<file path="src/rtl/wifi_tx_mapper_multimod.sv">
// Serial-bit constellation mapper for BPSK/QPSK/16-QAM/64-QAM with 802.11 Gray levels.
// Gathers N_BPSC bits per symbol and presents a registered I/Q pair under valid/ready.
module wifi_tx_mapper_multimod #(
    parameter int DATA_W  = 12,
    parameter int K_BPSK  = 512,
    parameter int K_QPSK  = 362,
    parameter int K_16QAM = 162,
    parameter int K_64QAM = 79
) (
    input  logic              clk,
    input  logic              reset,
    input  logic [1:0]        mode,
    input  logic              flush,
    input  logic              valid_in,
    input  logic              data_in,
    output logic              ready_in,
    output logic              valid_out,
    input  logic              ready_out,
    output logic [DATA_W-1:0] data_out_real,
    output logic [DATA_W-1:0] data_out_imag,
    output logic [15:0]       sym_count
);

    localparam int MAX_MAG = (1 << (DATA_W - 1)) - 1;

    if (K_BPSK > MAX_MAG || K_QPSK > MAX_MAG || 3 * K_16QAM > MAX_MAG || 7 * K_64QAM > MAX_MAG)
    begin : g_range_err
        $error("wifi_tx_mapper_multimod: constellation level exceeds DATA_W range");
    end

    localparam logic [DATA_W-1:0] B_P   = DATA_W'(K_BPSK);
    localparam logic [DATA_W-1:0] B_N   = DATA_W'(-K_BPSK);
    localparam logic [DATA_W-1:0] Q_P   = DATA_W'(K_QPSK);
    localparam logic [DATA_W-1:0] Q_N   = DATA_W'(-K_QPSK);
    localparam logic [DATA_W-1:0] S_P1  = DATA_W'(K_16QAM);
    localparam logic [DATA_W-1:0] S_N1  = DATA_W'(-K_16QAM);
    localparam logic [DATA_W-1:0] S_P3  = DATA_W'(3 * K_16QAM);
    localparam logic [DATA_W-1:0] S_N3  = DATA_W'(-3 * K_16QAM);
    localparam logic [DATA_W-1:0] Z_P1  = DATA_W'(K_64QAM);
    localparam logic [DATA_W-1:0] Z_N1  = DATA_W'(-K_64QAM);
    localparam logic [DATA_W-1:0] Z_P3  = DATA_W'(3 * K_64QAM);
    localparam logic [DATA_W-1:0] Z_N3  = DATA_W'(-3 * K_64QAM);
    localparam logic [DATA_W-1:0] Z_P5  = DATA_W'(5 * K_64QAM);
    localparam logic [DATA_W-1:0] Z_N5  = DATA_W'(-5 * K_64QAM);
    localparam logic [DATA_W-1:0] Z_P7  = DATA_W'(7 * K_64QAM);
    localparam logic [DATA_W-1:0] Z_N7  = DATA_W'(-7 * K_64QAM);

    function automatic logic [DATA_W-1:0] qam16_lvl(input logic [1:0] b);
        case (b)
            2'b00:   return S_N3;
            2'b01:   return S_N1;
            2'b11:   return S_P1;
            default: return S_P3;
        endcase
    endfunction

    function automatic logic [DATA_W-1:0] qam64_lvl(input logic [2:0] b);
        case (b)
            3'b000:  return Z_N7;
            3'b001:  return Z_N5;
            3'b011:  return Z_N3;
            3'b010:  return Z_N1;
            3'b110:  return Z_P1;
            3'b111:  return Z_P3;
            3'b101:  return Z_P5;
            default: return Z_P7;
        endcase
    endfunction

    // Only the first N_BPSC-1 bits need storing; the last bit is mapped straight from data_in.
    logic [2:0]        bit_cnt_q, bit_cnt_d;
    logic [4:0]        shreg_q, shreg_d;
    logic [1:0]        mode_lat_q, mode_lat_d;
    logic              valid_q, valid_d;
    logic [DATA_W-1:0] real_q, real_d, imag_q, imag_d;
    logic [15:0]       sym_cnt_q, sym_cnt_d;

    logic              accept, complete;
    logic [1:0]        eff_mode;
    logic [2:0]        last_idx;
    logic [5:0]        bits;
    logic [DATA_W-1:0] map_i, map_q;

    assign ready_in      = !valid_q || ready_out;
    assign valid_out     = valid_q;
    assign data_out_real = real_q;
    assign data_out_imag = imag_q;
    assign sym_count     = sym_cnt_q;

    always_comb begin
        accept   = valid_in && ready_in && !flush;
        eff_mode = (bit_cnt_q == 3'd0) ? mode : mode_lat_q;
        case (eff_mode)
            2'b00:   last_idx = 3'd0;
            2'b01:   last_idx = 3'd1;
            2'b10:   last_idx = 3'd3;
            default: last_idx = 3'd5;
        endcase
        complete = accept && (bit_cnt_q == last_idx);
        bits     = {shreg_q, data_in};

        map_i = '0;
        map_q = '0;
        case (eff_mode)
            2'b00: map_i = bits[0] ? B_P : B_N;
            2'b01: begin
                map_i = bits[1] ? Q_P : Q_N;
                map_q = bits[0] ? Q_P : Q_N;
            end
            2'b10: begin
                map_i = qam16_lvl(bits[3:2]);
                map_q = qam16_lvl(bits[1:0]);
            end
            default: begin
                map_i = qam64_lvl(bits[5:3]);
                map_q = qam64_lvl(bits[2:0]);
            end
        endcase

        bit_cnt_d  = bit_cnt_q;
        shreg_d    = shreg_q;
        mode_lat_d = mode_lat_q;
        sym_cnt_d  = sym_cnt_q;
        valid_d    = valid_q;
        real_d     = real_q;
        imag_d     = imag_q;

        if (flush) begin
            bit_cnt_d = '0;
            shreg_d   = '0;
            sym_cnt_d = '0;
        end else if (accept) begin
            if (bit_cnt_q == 3'd0) mode_lat_d = mode;
            if (complete) begin
                bit_cnt_d = '0;
                shreg_d   = '0;
                sym_cnt_d = sym_cnt_q + 16'd1;
            end else begin
                bit_cnt_d = bit_cnt_q + 3'd1;
                shreg_d   = bits[4:0];
            end
        end

        if (complete) begin
            valid_d = 1'b1;
            real_d  = map_i;
            imag_d  = map_q;
        end else if (ready_out) begin
            valid_d = 1'b0;
            real_d  = '0;
            imag_d  = '0;
        end
    end

    always_ff @(posedge clk or negedge reset) begin
        if (!reset) begin
            bit_cnt_q  <= '0;
            shreg_q    <= '0;
            mode_lat_q <= '0;
            sym_cnt_q  <= '0;
            valid_q    <= 1'b0;
            real_q     <= '0;
            imag_q     <= '0;
        end else begin
            bit_cnt_q  <= bit_cnt_d;
            shreg_q    <= shreg_d;
            mode_lat_q <= mode_lat_d;
            sym_cnt_q  <= sym_cnt_d;
            valid_q    <= valid_d;
            real_q     <= real_d;
            imag_q     <= imag_d;
        end
    end

endmodule

</file>
<file path="config.mk">
export PLATFORM = sky130hd
export DESIGN_NAME = wifi_tx_mapper_multimod
export DESIGN_NICKNAME = d
export VERILOG_FILES = /design/src/rtl/wifi_tx_mapper_multimod.sv
export SDC_FILE = /design/constraint.sdc
export NUM_CORES = 1
export LEC_CHECK = 0
export CELL_PAD_IN_SITES_DETAIL_PLACEMENT = 1
export CELL_PAD_IN_SITES_GLOBAL_PLACEMENT = 2
export CORE_MARGIN = 1
export CORE_UTILIZATION = 42
export DETAILED_ROUTE_END_ITERATION = 7
export DONT_BUFFER_PORTS = 1
export PLACE_DENSITY = 0.81
export SYNTH_ARGS = -nofsm -noshare
export SYNTH_HDL_FRONTEND = slang
export SYNTH_SLANG_ARGS = --single-unit
</file>
<file path="constraint.sdc">
create_clock -name clk -period 4.79 [get_ports clk]
set_clock_uncertainty 0.1 [all_clocks]
set_input_delay 1.437 -clock clk [delete_from_list [all_inputs] [get_ports clk]]
set_output_delay 1.437 -clock clk [all_outputs]
set_load 0.005 [all_outputs]
</file>
==> results_tabular.tex, run 1 <==
\begin{tabular}{lr}
\hline
Metric & Value \\
\hline
\multicolumn{2}{l}{\textbf{Route}} \\
\quad Routed length per instance & 17.8 µm \\
\quad Drc violations & 0 \\
\quad Uppermost routed layer & met4 \\
\quad Wire length on met2 & 3940 µm \\
\quad Post-route met1 wirelength & 3840 µm \\
\quad Number of search-and-repair iterations in the first detailed-routing pass & 5 \\
\quad Residual antenna-violating net count after detailed routing & 0 \\
\quad Total met3 wirelength after detailed routing & 280 µm \\
\quad Via count of the routed design & 2653 \\
\quad Post-detailed-route via-to-cell ratio & 5.83 \\
\quad Number of design-rule violations left by the first detailed-router iteration & 79 \\
\quad Wirelength, routed & 8110 µm \\
\multicolumn{2}{l}{\textbf{Pwr}} \\
\quad Worst IR drop on VDD & 0.000123 V \\
\quad Leakage & 1.56 nW \\
\quad Switching Share & 32.1\% \\
\quad Pwr/cell area & 288 nW/µm² \\
\quad Logic gate share of total power & 23.2\% \\
\quad Share of total power in the clock network & 31.9\% \\
\quad Relative contribution of sequential cells to total power & 44.9\% \\
\quad Int Pwr & 682 µW \\
\quad Sw power & 323 µW \\
\multicolumn{2}{l}{\textbf{Setup path}} \\
\quad Endpoint type of the worst setup path & primary output \\
\quad Worst endpoint required time & 3.25 ns \\
\quad Critical path data arrival time & 1.68 ns \\
\quad Gate family responsible for the most delay along the worst path & simple AND/OR/NAND/NOR gates \\
\quad CP Buf/Inv Count & 0 \\
\quad Biggest cell delay along the critical path & 0.24 ns \\
\quad Critical-path cell list & nand2b\_1 \\
\quad Critical path startpoint category & input port \\
\quad Highest-delay cell along the critical path & nand2b\_1 \\
\quad Critical path fanouts, max & 21 \\
\quad Class of the most critical setup path & input port to primary output \\
\multicolumn{2}{l}{\textbf{CTS}} \\
\quad Bufs on Longest Clock Path & 2 \\
\quad Clock tree from TritonCTS & built \\
\quad Number of resized instances in the post-cts repair step & 0 \\
\quad Setup Buffers After CTS & 0 \\
\quad Skew-Pair Late Insertion Delay & 0.31 ns \\
\quad Total number of clock tree sinks & 47 \\
\quad Clock transition at the registers of the reported paths & 0.09 ns \\
\quad Total of hold buffers inserted after clock tree synthesis & 0 \\
\quad Root Driver & clkbuf\_8 \\
\quad TritonCTS buffer count & 5 \\
\quad H-tree depth reported by CTS & 2 \\
\multicolumn{2}{l}{\textbf{STA}} \\
\quad Slew at the pin closest to its max-slew limit & 0.939 ns \\
\quad Relative slew slack & 35.6\% \\
\quad Number of failing setup endpoints in the final timing report & 0 \\
\quad Fin. max-slew vios & 0 \\
\quad Post-layout minimum cycle time & 3.22 ns \\
\quad Tcrit/Tclk final & 67.1\% \\
\quad Setup repair after global routing missed its margin & false \\
\quad Setup tns final & 0 ns \\
\quad Hold violation count in the final report & 0 \\
\quad Peak Freq & 0.311 GHz \\
\multicolumn{2}{l}{\textbf{Logic synthesis}} \\
\quad Main combinational cell family by area after synthesis & simple AND/OR/NAND/NOR gates \\
\quad Share of flip-flops with an asynchronous set or reset & 100\% \\
\quad Yosys warnings & 0 \\
\quad Post-synthesis cell count & 374 \\
\quad EDFF count, synth & 0 \\
\quad Post-synthesis cell type with the largest combined area & dfrtp\_1 \\
\quad Mux share of post-synthesis cell area & 14.0\% \\
\quad Synthesized area divided by synthesized cell count & 9.05 µm² \\
\quad Share of the synthesized netlist area taken by xor and xnor gates & 0.517\% \\
\quad Fraction of post-synthesis cell area in the top cell type by area & 34.7\% \\
\quad Syn nets & 396 \\
\quad Adder and majority cell fraction of the synthesized area & 5.17\% \\
\quad Area contributors post-synth & dfrtp\_1 (35\%), mux2i\_1 (8.6\%), ha\_1 (5.2\%) \\
\quad Simple-gate area share of the yosys netlist & 23.4\% \\
\quad Post-Syn Area & 3390 µm² \\
\quad Seq cells post-synth & 47 \\
\quad Main synth FF type & dfrtp\_1 \\
\quad Synthesized-area fraction occupied by ao, oa, aoi and oai cells & 16.0\% \\
\quad Register area share after synthesis & 34.7\% \\
\quad Unique cell type count in the Yosys netlist & 51 \\
\multicolumn{2}{l}{\textbf{Cells and area}} \\
\quad Fillers & 941 \\
\quad Ratio of cells with drive above 1 in the final layout & 8.78\% \\
\quad Post-route cell area & 3490 µm² \\
\quad Final-stage net count & 374 \\
\quad Growth of design area from synthesis to finish & 3.14\% \\
\quad Area used by multi-input combinational logic & 2000 µm² \\
\quad Number of antenna diodes & 0 \\
\quad Area taken by flip-flops and latches & 1180 µm² \\
\quad Non-filler instance count after layout & 455 \\
\multicolumn{2}{l}{\textbf{GRT}} \\
\quad Initial antenna violation count & 0 \\
\quad Via count of the first global-routing pass & 2710 \\
\quad Global route total overflow & 0 \\
\quad Global-route wire length before repair & 13600 µm \\
\quad Maximum number of pins on one net before global-route repair & 48 \\
\quad Global Route Usage Sum & 20.2\% \\
\multicolumn{2}{l}{\textbf{Die}} \\
\quad Core ar. & 7770 µm² \\
\quad Number of ports placed on the die boundary & 50 \\
\quad Die height & 91.8 µm \\
\quad Die footprint & 8420 µm² \\
\quad Initial standard-cell utilization of the core & 43.6\% \\
\quad Die Wd & 91.8 µm \\
\quad Std cell rows & 32 \\
\multicolumn{2}{l}{\textbf{Run status}} \\
\quad Run status & finished clean \\
\multicolumn{2}{l}{\textbf{Job}} \\
\quad Number of max-cap violations & 0 \\
\multicolumn{2}{l}{\textbf{Place}} \\
\quad Final HPWL DP & 5730 µm \\
\quad Placed inst area & 3370 µm² \\
\quad PortBufs & 0 \\
\quad Routability congestion estimate from global placement & 0.831 \\
\quad \# placed instances & 447 \\
\multicolumn{2}{l}{\textbf{Hold path}} \\
\quad Hold/Removal Path Class & flop to flop \\
\hline
\end{tabular}
final cells by class:
cell class / instances / area share (%)
clock buffers: 6 / 2.36
clock inverters: 2 / 1.11
inverters: 11 / 1.18
multi-input cells: 284 / 57.4
flip-flops and latches: 47 / 33.7
well taps: 102 / 3.65
repair buffers: 3 / 0.645
per-layer routing:
layer  track usage [%]  vias up
met5                 0        -
met4              3.91        0
met3              3.90        4
met2              35.3       49
met1              26.1     1324
li1                  -     1276
cells in the mapped netlist, drive strengths merged, types with 2 or more instances:
cell,number
ha,14
o211ai,7
o21ai,12
nand2b,28
and2,4
o21a,3
nand3,10
nor3,5
o22ai,4
and3b,3
o311ai,3
o221ai,2
or3,2
a31oi,3
a21oi,23
mux2i,30
nor2b,19
a211oi,3
and3,3
clkbuf,19
inv,11
nor2,32
dfrtp,47
mux2,15
a2111oi,3
nand4,13
buf,13
a221o,3
nand2,25
sequential cells by signal (all words and copies together) (netlist names):
register / flops
sym_count: 16
data_out_real: 11
data_out_imag: 9
shreg_q: 5
bit_cnt_q: 3
mode_lat_q: 2
valid_out: 1
path summary, 6_finish.rpt:
| check | cells after the start | slack (ns) | to | from |
|---|---|---|---|---|
| worst min register to register | 1 | 0.45 | sym_count[6] | sym_count[6] |
| worst max register to register | 7 | 1.81 | sym_count[0] | bit_cnt_q[0] |
| worst min-delay path | 1 | 0.45 | sym_count[6] | sym_count[6] |
| worst max-delay path | 1 | 1.57 | ready_in | ready_out |
| max in group asynchronous | 0 | 3.78 | sym_count[5] | reset |
| min in group asynchronous | 0 | 0.71 | sym_count[12] | reset |
power by group through the flow:
stage                     logic [mW]  clock network (mW)  registers (mW)
after floorplan                0.205                   0           0.445
after global routing           0.258               0.344           0.456
after CTS                      0.235               0.328           0.452
after global placement         0.230                   0           0.459
after detailed placement       0.234                   0           0.460
final                          0.233               0.321           0.452
cell families after synthesis:
group,Yosys count
adder cells (fa/ha/maj),14
buffers and inverters,43
multiplexers,45
AO/OA/AOI/OAI,74
XOR/XNOR,2
flip-flops,47
AND/OR/NAND/NOR,149
per-stage QoR:
step                utilization, %  hold WS, ns  total power, mW  setup WS, ns
global placement              43.4        0.428            0.688          1.45
global route                  45.0        0.472             1.06          1.57
CTS                           45.0        0.460             1.01          1.58
detailed placement            43.4        0.432            0.693          1.37
finish                        45.0        0.453             1.01          1.57
floorplan                        -        0.383            0.650          1.60
layout by cell type, fill, tap and decap left out, drive strengths merged, types with 4 or more instances in the layout:
cell and n:
inv 12, nand2b 28, ha 14, o22ai 4, mux2i 30, a21oi 23
nor3 5, mux2 15, nor2b 19, nor2 32, nand4 13, dfrtp 47
nand2 25, and2 4, nand3 10, clkbuf 6, o21ai 12, o211ai 7
worst register-to-register path, cell delays in order (launching register included):
cell	delay, ns
dfrtp_1	0.43
inv_1	0.15
ha_1	0.27
nand2b_2	0.19
mux2i_2	0.31
or4_4	0.70
a21oi_1	0.33
mux2_2	0.38
No activity file was read; power rests on OpenSTA's default activity.
==> run 2: changes to the inputs <==
- CORE_UTILIZATION: 42 -> 39
- PLACE_DENSITY: 0.81 -> 0.75
- clock period: 4.79 -> 3.2 ns (I/O delays scaled with it)
==> results_tabular.tex, run 2 (synthesis gave the netlist of run 1 again) <==
\begin{tabular}{lr}
\hline
Metric & Value \\
\hline
\multicolumn{2}{l}{\textbf{Setup path}} \\
\quad Number of cells on the worst reg-to-reg path & 7 (unchanged) \\
\quad Worst endpoint required time & 3.29 ns (+0.04 ns) \\
\quad Critical path data arrival time & 2.86 ns (+1.18 ns) \\
\quad Endpoint type of the worst setup path & flop \\
\quad Critical path fanouts, max & 20 (-4.8\%) \\
\quad Critical path startpoint category & flop \\
\quad Class of the most critical setup path & flop to flop \\
\multicolumn{2}{l}{\textbf{STA}} \\
\quad Tcrit/Tclk final & 86.3\% \\
\quad Slew at the pin closest to its max-slew limit & 0.741 ns (-0.198 ns) \\
\quad Number of failing setup endpoints in the final timing report & 0 (unchanged) \\
\quad Fin. max-slew vios & 0 (unchanged) \\
\quad Setup tns final & 0 ns (unchanged) \\
\quad Relative slew slack & 50.4\% (+15 points) \\
\quad Final Hold Slack & 0.238 ns (-0.215 ns) \\
\quad Peak Freq & 0.362 GHz \\
\quad Post-layout minimum cycle time & 2.76 ns \\
\quad Hold violation count in the final report & 0 (unchanged) \\
\quad Setup repair after global routing missed its margin & false \\
\multicolumn{2}{l}{\textbf{Route}} \\
\quad Via count of the routed design & 2659 (+0.23\%) \\
\quad Number of search-and-repair iterations in the first detailed-routing pass & 4 (-1) \\
\quad Number of design-rule violations left by the first detailed-router iteration & 70 (-11\%) \\
\quad Post-detailed-route via-to-cell ratio & 5.72 (-1.9\%) \\
\quad Residual antenna-violating net count after detailed routing & 0 (unchanged) \\
\quad Wirelength, routed & 8320 µm (+2.5\%) \\
\quad Drc violations & 0 (unchanged) \\
\quad Routed length per instance & 17.9 µm (+0.31\%) \\
\multicolumn{2}{l}{\textbf{GRT}} \\
\quad Global-route wire length before repair & 13700 µm (+0.30\%) \\
\quad Global route total overflow & 0 (unchanged) \\
\quad Via count of the first global-routing pass & 2706 (-0.15\%) \\
\quad Global Route Usage Sum & 19.5\% (-0.73 points) \\
\quad Maximum number of pins on one net before global-route repair & 48 (unchanged) \\
\quad Initial antenna violation count & 0 (unchanged) \\
\multicolumn{2}{l}{\textbf{Cells and area}} \\
\quad Fillers & 948 (+0.74\%) \\
\quad Most frequent standard cell in the layout excluding fill and tap cells & dfrtp\_1 \\
\quad Growth of design area from synthesis to finish & 3.99\% \\
\quad Ratio of cells with drive above 1 in the final layout & 10.0\% (+1.2 points) \\
\quad Number of antenna diodes & 0 (unchanged) \\
\quad Final-stage net count & 381 (+1.9\%) \\
\quad Max reg flops & 16 (unchanged) \\
\quad Top library cells by usage in the layout, fill and taps aside & dfrtp\_1 (47), nor2\_1 (32), mux2i\_1 (29), nand2b\_1 (27), nand2\_1 (25) \\
\multicolumn{2}{l}{\textbf{CTS}} \\
\quad Root Driver & clkbuf\_8 \\
\quad Number of resized instances in the post-cts repair step & 0 (unchanged) \\
\quad Clock transition at the registers of the reported paths & 0.10 ns (about the same) \\
\quad Total number of clock tree sinks & 47 (unchanged) \\
\quad Total of hold buffers inserted after clock tree synthesis & 0 (unchanged) \\
\quad Clock tree from TritonCTS & built \\
\quad TritonCTS buffer count & 5 (unchanged) \\
\quad Setup Buffers After CTS & 0 (unchanged) \\
\quad Skew-Pair Late Insertion Delay & 0.30 ns (about the same) \\
\quad Bufs on Longest Clock Path & 2 (unchanged) \\
\quad H-tree depth reported by CTS & 2 (unchanged) \\
\multicolumn{2}{l}{\textbf{Job}} \\
\quad Number of max-cap violations & 0 (unchanged) \\
\multicolumn{2}{l}{\textbf{Die}} \\
\quad Die Wd & 95.2 µm (+3.7\%) \\
\quad Die footprint & 9060 µm² (+7.5\%) \\
\quad Die height & 95.2 µm (+3.7\%) \\
\quad Initial standard-cell utilization of the core & 40.8\% (-2.8 points) \\
\quad Number of ports placed on the die boundary & 50 (unchanged) \\
\quad Std cell rows & 33 (+3.1\%) \\
\quad Core ar. & 8300 µm² (+6.8\%) \\
\multicolumn{2}{l}{\textbf{Pwr}} \\
\quad Switching Share & 33.5\% (+1.3 points) \\
\quad Int Pwr & 933 µW (+37\%) \\
\quad Relative contribution of sequential cells to total power & 48.0\% (+3.1 points) \\
\quad Leakage & 1.58 nW (+1.4\%) \\
\quad Share of total power in the clock network & 25.8\% (-6.1 points) \\
\quad Worst IR drop on VDD & 0.000163 V (+33\%) \\
\quad Sw power & 470 µW (+45\%) \\
\quad Logic gate share of total power & 26.3\% (+3.1 points) \\
\quad Pwr/cell area & 398 nW/µm² (+38\%) \\
\multicolumn{2}{l}{\textbf{Place}} \\
\quad PortBufs & 0 (unchanged) \\
\quad Routability congestion estimate from global placement & 0.759 (-8.7\%) \\
\quad Final HPWL DP & 5960 µm (+4.0\%) \\
\multicolumn{2}{l}{\textbf{Run status}} \\
\quad Run status & finished clean \\
\multicolumn{2}{l}{\textbf{Hold path}} \\
\quad Hold/Removal Path Class & input port to async pin \\
\hline
\end{tabular}
==> run 2: cell types whose count changed in the layout (fill, tap and decap cells not counted) <==
cell | previous run | this run
clkbuf_1 | 0 | 2
clkbuf_8 | 6 | 5
buf_4 | 3 | 9
buf_12 | 0 | 1
bufinv_16 | 1 | 0
inv_6 | 1 | 0
clkinv_2 | 0 | 1
==> run 2: area by class of cell <==
class | instances | area [µm²] | area share, %
repair buffers | 10 | 87.6 | 2.49
flip-flops and latches | 47 | 1180 | 33.4
inverters | 11 | 41.3 | 1.17
clock inverters | 1 | 5.00 | 0.142
multi-input cells | 284 | 2000 | 56.9
clock buffers | 7 | 76.3 | 2.17
well taps | 105 | 131 | 3.73
==> run 2: power by group through the flow <==
stage | logic [mW] | clock network [mW] | registers (mW)
4_1_cts | 0.374 | 0.384 | 0.673
3_5_place_dp | 0.373 | 0 | 0.685
3_3_place_gp | 0.367 | 0 | 0.683
5_1_grt | 0.414 | 0.401 | 0.682
2_1_floorplan | 0.306 | 0 | 0.667
6_report | 0.369 | 0.362 | 0.673
==> run 2: worst paths after layout <==
check / slack [ns] / endpoint / start
max in group asynchronous: 2.67 / bit_cnt_q[1] / reset
max reg2reg: 0.44 / sym_count[11] / bit_cnt_q[0]
min reg2reg: 0.45 / sym_count[6] / sym_count[6]
max: 0.44 / sym_count[11] / bit_cnt_q[0]
min in group clk: 0.45 / sym_count[6] / sym_count[6]
min: 0.24 / shreg_q[4] / reset
==> run 2: per-stage QoR <==
| step | instances | area (µm²) | util (%) | power (mW) | worst slack, ns |
|---|---|---|---|---|---|
| 3_3_place_gp | 457 | 3440 | 41.4 | 1.05 | 0.503 |
| 5_1_grt | 465 | 3520 | 42.4 | 1.50 | 0.292 |
| 3_5_place_dp | 457 | 3440 | 41.4 | 1.06 | 0.435 |
| 2_1_floorplan | 374 | 3390 | - | 0.973 | 0.490 |
| 4_1_cts | 465 | 3520 | 42.4 | 1.43 | 0.439 |
| 6_report | 465 | 3520 | 42.4 | 1.40 | 0.438 |
==> run 2: layer usage <==
| metal | part of all wire [%] | GRT usage, % | up-vias |
|---|---|---|---|
| met3 | 3.8 | 3.91 | 9 |
| met4 | 0.91 | 4.92 | 0 |
| met2 | 49 | 34.3 | 48 |
| met1 | 46 | 24.1 | 1313 |
| li1 | - | - | 1289 |
| met5 | 0 | 0 | - |
==> run 2: critical path, cell delays in order, from the launching register on <==
cell,delay (ns)
dfrtp_1,0.42
inv_1,0.16
ha_1,0.26
nand2b_2,0.18
mux2i_2,0.20
or4_4,0.66
a2111oi_4,0.34
mux2_1,0.35
==> run 3: changes to the inputs <==
- CORE_MARGIN: 1 -> default
==> results of run 3 <==
Final layout, timing and power as in run 2 (identical DEF).
==> edit 1 (flow settings as in run 2) <==
`shreg_q` no longer has a reset.
--- a/src/rtl/wifi_tx_mapper_multimod.sv
+++ b/src/rtl/wifi_tx_mapper_multimod.sv
@@ -157,3 +157,2 @@
             bit_cnt_q  <= '0;
-            shreg_q    <= '0;
             mode_lat_q <= '0;
@@ -165,3 +164,2 @@
             bit_cnt_q  <= bit_cnt_d;
-            shreg_q    <= shreg_d;
             mode_lat_q <= mode_lat_d;
@@ -174,2 +172,6 @@
 
+    always_ff @(posedge clk) begin
+        shreg_q <= shreg_d;
+    end
+
 endmodule
Behaviour: no difference found for any inputs over 4 cycles, from zero or initial values and one cycle with reset low; that may be too few to reach the edited logic, so the function may still have changed.
==> edit 1 against run 2 <==
  * Area after synthesis shrank 10%
  * Setup slack got worse by 0.20 ns
  * Power up 9.0%
  * Cell area decreased by 8.8%
  * Wire length down 0.28%
  * Largest power group unchanged
  * Sequential cell count is the same
  * Global-route usage grew 1.8 points
  * Clock power up 4%
==> edit 1: results (changes against run 2) <==
Power:
- The worst voltage drop across the vdd grid is 187 uV (+15%).
- The static leakage power is 1.28 nW (-19%).

CTS:
- The number of setup buffers added after CTS was 0 (unchanged).
- The insertion delay of the later-clocked pin in the worst-skew pair was 0.30 ns (about the same).
- The clock tree root buffer cell is sky130_fd_sc_hd__clkbuf_8.
- The total clock buffers created by CTS was 5 (unchanged).
- The H-tree depth is 2 (unchanged).
- The deepest clock path buffer count was 2 (unchanged).
- The number of gates resized after CTS was 0 (unchanged).
- The clock transition at the registers of the reported paths is 0.09 ns.

Route:
- The ratio of routed vias to standard cells is 5.91 (+3.4%).
- The routed wire length came to 8.29 mm (-0.28%).
- The number of DRC violations after detailed-routing iteration 0 was 88 (+26%).
- The number of detailed-route iterations in the first pass is 4 (unchanged).

Place:
- The post-placement setup slack is 0.228 ns (-0.207 ns).
- The cell count after placement is 424 (-7.2%).
- The half-perimeter wire length after placement was 6.09 mm (+2.2%).
- The final weighted congestion of routability-driven global placement was 0.913 (+20%).
- The number of I/O port buffers is 0 (unchanged).

Global routing:
- The overall global routing resource usage came to 21.3% (+1.8 points).
- The initial antenna violation count is 0 (unchanged).
- The maximum number of pins on one net before global-route repair is 43 (-10%).
- The number of global-route vias before repair is 2590 (-4.3%).
- The global-route wire length before repair came to 13.9 mm (+1.8%).

Cells and area:
- The number of flip-flops under the largest register name is 16 (unchanged).
- The number of standard cells in the final layout excluding fillers came to 432 (-7.1%).
- The number of fill cells is 873 (-7.9%).
- The share of layout cells above drive strength 1 was 9.31% (-0.69 points).
- The number of antenna repair diodes is 0 (unchanged).

Yosys:
- The commonest cells after synthesis are 42 x sky130_fd_sc_hd__dfrtp_1, 36 x sky130_fd_sc_hd__nor2_1, 29 x sky130_fd_sc_hd__a21oi_1.
- The number of warnings reported in the yosys synthesis log was 0 (unchanged).
- In the post-synthesis netlist, the biggest area contributors are sky130_fd_sc_hd__dfrtp_1 35%, sky130_fd_sc_hd__ha_1 5.8%, sky130_fd_sc_hd__nand3b_1 4.9%.
- The proportion of synthesized chip area in sequential cells was 37.9% (+3.1 points).
- The mean post-synth cell area is 8.91 sq um (-1.5%).
- The number of different library cells in the post-synthesis netlist is 56 (+9.8%).
- The fraction of registers with async set or reset after synthesis came to 89.4% (-11 points).
- The total nets after synthesis is 363 (-8.3%).

Critical path:
- The internal reg-to-reg setup slack is 0.24 ns (-0.20 ns).
- The data arrival time at the worst-slack endpoint is 3.09 ns (+0.23 ns).
- The maximum fanout encountered on the critical timing path is 9 (-55%).
- The maximum single-stage delay on the critical path is 0.52 ns (-0.14 ns).
- For this design, the slowest cell found on the critical path is sky130_fd_sc_hd__or4_1.

STA:
- The clock period minus final worst setup slack was 2.96 ns (+0.197 ns).
- The final number of setup-violating endpoints is 0 (unchanged).
- The worst slew margin relative to its limit is 61.9% (+12 points).

Outcome:
- The run finished with clean final reports.

Hold path:
- The worst hold path belongs to the class in2async.
[edit 1: cell types whose count changed after synthesis, sizes merged, moves of 7 or more]
cell and change:
o211ai -7, nand2b -27, nand4 -10, mux2i -24, o31ai +17, clkbuf -8
nand2 -13, nand3b +20, o21ai +10, nor2b -17, mux2 -12
[edit 1: where the power goes]
part	switching, mW	leakage, nW	internal (mW)
Clock	0.205	0.0470	0.170
Sequential	0.0691	0.616	0.638
Combinational	0.272	0.621	0.174
[edit 1: metrics by stage]
step | utilization, % | hold WS, ns | instance area, sq um
floorplan | - | 0.396 | 3040
global placement | 42.0 | 0.420 | 3110
detailed placement | 42.0 | 0.428 | 3110
CTS | 43.2 | 0.229 | 3200
global route | 43.3 | 0.217 | 3210
finish | 43.3 | 0.242 | 3210
[edit 1: final timing paths]
kind	from	end	cells past startpoint
worst max register to register	bit_cnt_q[0]$_DFFE_PN0P_	sym_count[14]$_DFFE_PN0P_	8
worst min-delay path	reset	sym_count[11]$_DFFE_PN0P_	0
worst max-delay path	bit_cnt_q[0]$_DFFE_PN0P_	sym_count[14]$_DFFE_PN0P_	8
worst min register to register	data_out_imag[5]$_DFFE_PN0P_	data_out_imag[5]$_DFFE_PN0P_	2
min in group clk	data_out_imag[5]$_DFFE_PN0P_	data_out_imag[5]$_DFFE_PN0P_	2
max in group asynchronous	reset	bit_cnt_q[1]$_DFFE_PN0P_	0
[edit 1: routing by layer]
| layer | vias up | share of wire, % | track usage [%] |
|---|---|---|---|
| met5 | - | 0 | 0 |
| met4 | 0 | 0.72 | 3.63 |
| met3 | 6 | 5.6 | 5.56 |
| met2 | 50 | 43 | 33.0 |
| met1 | 1264 | 50 | 30.3 |
| li1 | 1235 | - | - |
[edit 1: layout make-up]
| cell class | count | share of cell area (%) |
|---|---|---|
| sequential | 47 | 35.9 |
| inverter | 17 | 1.99 |
| clock buffer | 6 | 2.57 |
| tap | 99 | 3.86 |
| multi-input combinational | 253 | 53.5 |
| timing repair buffer | 9 | 2.11 |
| clock inverter | 1 | 0.156 |
[edit 1: kinds of logic (layout without fill, tap and decap cells)]
family,Yosys count,in the layout,share of synthesized area [%]
simple gates,117,117,21.2
compound gates,105,106,22.6
flops,47,47,37.9
buf+inv,42,33,6.38
fa+ha+maj,14,14,5.76
mux,9,9,4.16
xor+xnor,7,7,2.02
[edit 1: worst max-delay path: cells and delay by family, from the launching register on]
family / cells / cell delay, ns
flops: 1 / 0.48
mux: 2 / 0.76
compound gates: 1 / 0.15
fa+ha+maj: 1 / 0.26
simple gates: 3 / 0.99
buf+inv: 1 / 0.16
==> edit 2 (config.mk and constraints of run 2) <==
Without the edit above. Set the parameter `DATA_W` to 11 (it was 12).
--- a/src/rtl/wifi_tx_mapper_multimod.sv
+++ b/src/rtl/wifi_tx_mapper_multimod.sv
@@ -3,3 +3,3 @@
 module wifi_tx_mapper_multimod #(
-    parameter int DATA_W  = 12,
+    parameter int DATA_W  = 11,
     parameter int K_BPSK  = 512,
Ports: changed (resized data_out_imag and data_out_real); port bits go from 50 to 48. The function was not compared with the original's and may differ.
==> edit 2 against run 2 <==
  * Via count is 2.9% lower
  * Largest cell class unchanged
  * Non-clock buffer count is 1 lower
  * Worst hold slack better by 0.0024 ns
  * Setup slack worse by 0.085 ns
  * Wire length is 1.9% lower
  * Cell area is 0.78% lower
  * Power is 0.32% lower
  * Area after synthesis is 1.1% lower
  * Sequential cell count stayed put
==> edit 2: results (changes against run 2) <==
Route:
- The routed wire length is 8.15 mm (-1.9%).
- The wire length on met1 is 3.80 mm (-0.39%).
- The number of DRC violations after detailed-routing iteration 0 is 54 (-23%).
- The total length of routed met2 wires was 3.99 mm (-2.8%).
- The sum of met3 wire segment lengths after detailed routing is 259 um (-18%).
- The ratio of routed vias to standard cells is 5.69 (-0.50%).

Global routing:
- The global-route wire length before repair came to 13.6 mm (-0.75%).
- The met2 track demand over resource in global routing was 33.8% (-0.53 points).
- The overall global routing resource usage was 19.7% (+0.20 points).
- The number of global-route vias before repair is 2641 (-2.4%).
- The met3 track demand over resource is 3.46% (-0.45 points).

Critical path:
- The data arrival time at the worst-slack endpoint is 2.94 ns (+0.08 ns).
- Grouping stages by cell kind, the critical path spends the most delay in compound AO/OA/AOI/OAI gates.
- The maximum fanout encountered on the critical timing path came to 14 (-30%).
- The master of the slowest instance on the critical path is sky130_fd_sc_hd__o32a_1.
- The maximum single-stage delay on the critical path is 0.64 ns (-0.02 ns).

Yosys:
- Ranked by total cell area, the synthesized netlist is headed by sky130_fd_sc_hd__dfrtp_1 35%, sky130_fd_sc_hd__mux2i_1 7.8%, sky130_fd_sc_hd__mux2_2 6.4%.
- The number of different library cells in the post-synthesis netlist was 53 (+3.9%).
- The proportion of synthesized chip area in sequential cells is 35.1% (+0.40 points).
- After synthesis, the most frequently instantiated cells are 47 x sky130_fd_sc_hd__dfrtp_1, 28 x sky130_fd_sc_hd__nand2_1, 28 x sky130_fd_sc_hd__nor2_1.
- The total nets after synthesis came to 386 (-2.5%).

Cells and area:
- The share of layout cells above drive strength 1 is 12.0% (+2.0 points).
- The net count reported at finish is 371 (-2.6%).
- The number of fill cells was 969 (+2.2%).

CTS:
- The total clock buffers created by CTS is 5 (unchanged).

Place:
- The half-perimeter wire length after placement is 5.76 mm (-3.3%).
- The final weighted congestion of routability-driven global placement came to 0.819 (+7.9%).

Outcome:
- The flow ran to the end, and the final reports show no timing, DRC or antenna violations.

Power:
- The worst voltage drop across the vdd grid came to 246 uV (+51%).
- The static leakage power is 1.56 nW (-1.5%).
-- edit 2: cell types whose count changed after synthesis, moves of 3 or more --
cell / before / now
sky130_fd_sc_hd__mux2_2: 12 / 19
sky130_fd_sc_hd__nor2_1: 32 / 28
sky130_fd_sc_hd__nand2_1: 25 / 28
sky130_fd_sc_hd__a21oi_1: 23 / 26
sky130_fd_sc_hd__mux2i_1: 29 / 26
sky130_fd_sc_hd__nor2b_1: 19 / 23
sky130_fd_sc_hd__nor3_1: 5 / 2
sky130_fd_sc_hd__nand2b_1: 27 / 19
sky130_fd_sc_hd__a221o_1: 3 / 0
sky130_fd_sc_hd__o21ai_0: 11 / 14
-- edit 2: power by group --
part | internal, mW | leakage (nW) | total, mW | switching, mW
clock | 0.170 | 0.0470 | 0.380 | 0.210
combinational | 0.148 | 0.867 | 0.349 | 0.202
sequential | 0.629 | 0.646 | 0.669 | 0.0407
total | 0.947 | 1.56 | 1.40 | 0.452
-- edit 2: path summary, 6_finish.rpt --
path,end,slack (ns),cells after the start
worst max-delay path,sym_count[13]$_DFFE_PN0P_,0.35,7
worst min-delay path,sym_count[8]$_DFFE_PN0P_,0.24,0
worst max register to register,sym_count[13]$_DFFE_PN0P_,0.35,7
worst min register to register,sym_count[6]$_DFFE_PN0P_,0.43,1
max in group asynchronous,shreg_q[4]$_DFFE_PN0P_,2.67,0
min in group clk,sym_count[6]$_DFFE_PN0P_,0.43,1
-- edit 2: final cells by class --
class / count / area share, %
flip-flops and latches: 47 / 33.7
clock inverters: 1 / 0.143
well taps: 105 / 3.76
multi-input cells: 277 / 56.8
inverters: 9 / 0.967
repair buffers: 9 / 2.29
clock buffers: 6 / 2.36
-- edit 2: metrics by stage --
stage	instance area (sq um)	setup slack, ns	util, %	hold WS (ns)	std cells
detailed placement	3410	0.171	41.2	0.414	447
global placement	3410	0.187	41.2	0.406	447
CTS	3490	0.325	42.3	0.226	454
finish	3490	0.353	42.3	0.241	454
floorplan	3350	0.380	-	0.383	364
global route	3490	0.141	42.3	0.221	454
-- edit 2: worst register-to-register path, stage by stage (launching register included) --
cell and delay, ns:
sky130_fd_sc_hd__dfrtp_1 0.43, sky130_fd_sc_hd__inv_1 0.13, sky130_fd_sc_hd__ha_1 0.27, sky130_fd_sc_hd__nor4bb_1 0.23, sky130_fd_sc_hd__a31oi_1 0.14, sky130_fd_sc_hd__o32a_1 0.64
sky130_fd_sc_hd__a2111oi_4 0.46, sky130_fd_sc_hd__mux2_1 0.35
-- edit 2: cells by family after synthesis --
group,after synthesis,share of synthesized area (%)
AND/OR/NAND/NOR,139,22.1
AO/OA/AOI/OAI,73,15.7
multiplexers,49,15.6
flip-flops,47,35.1
buffers and inverters,40,5.68
adder cells (fa/ha/maj),14,5.23
XOR/XNOR,2,0.523
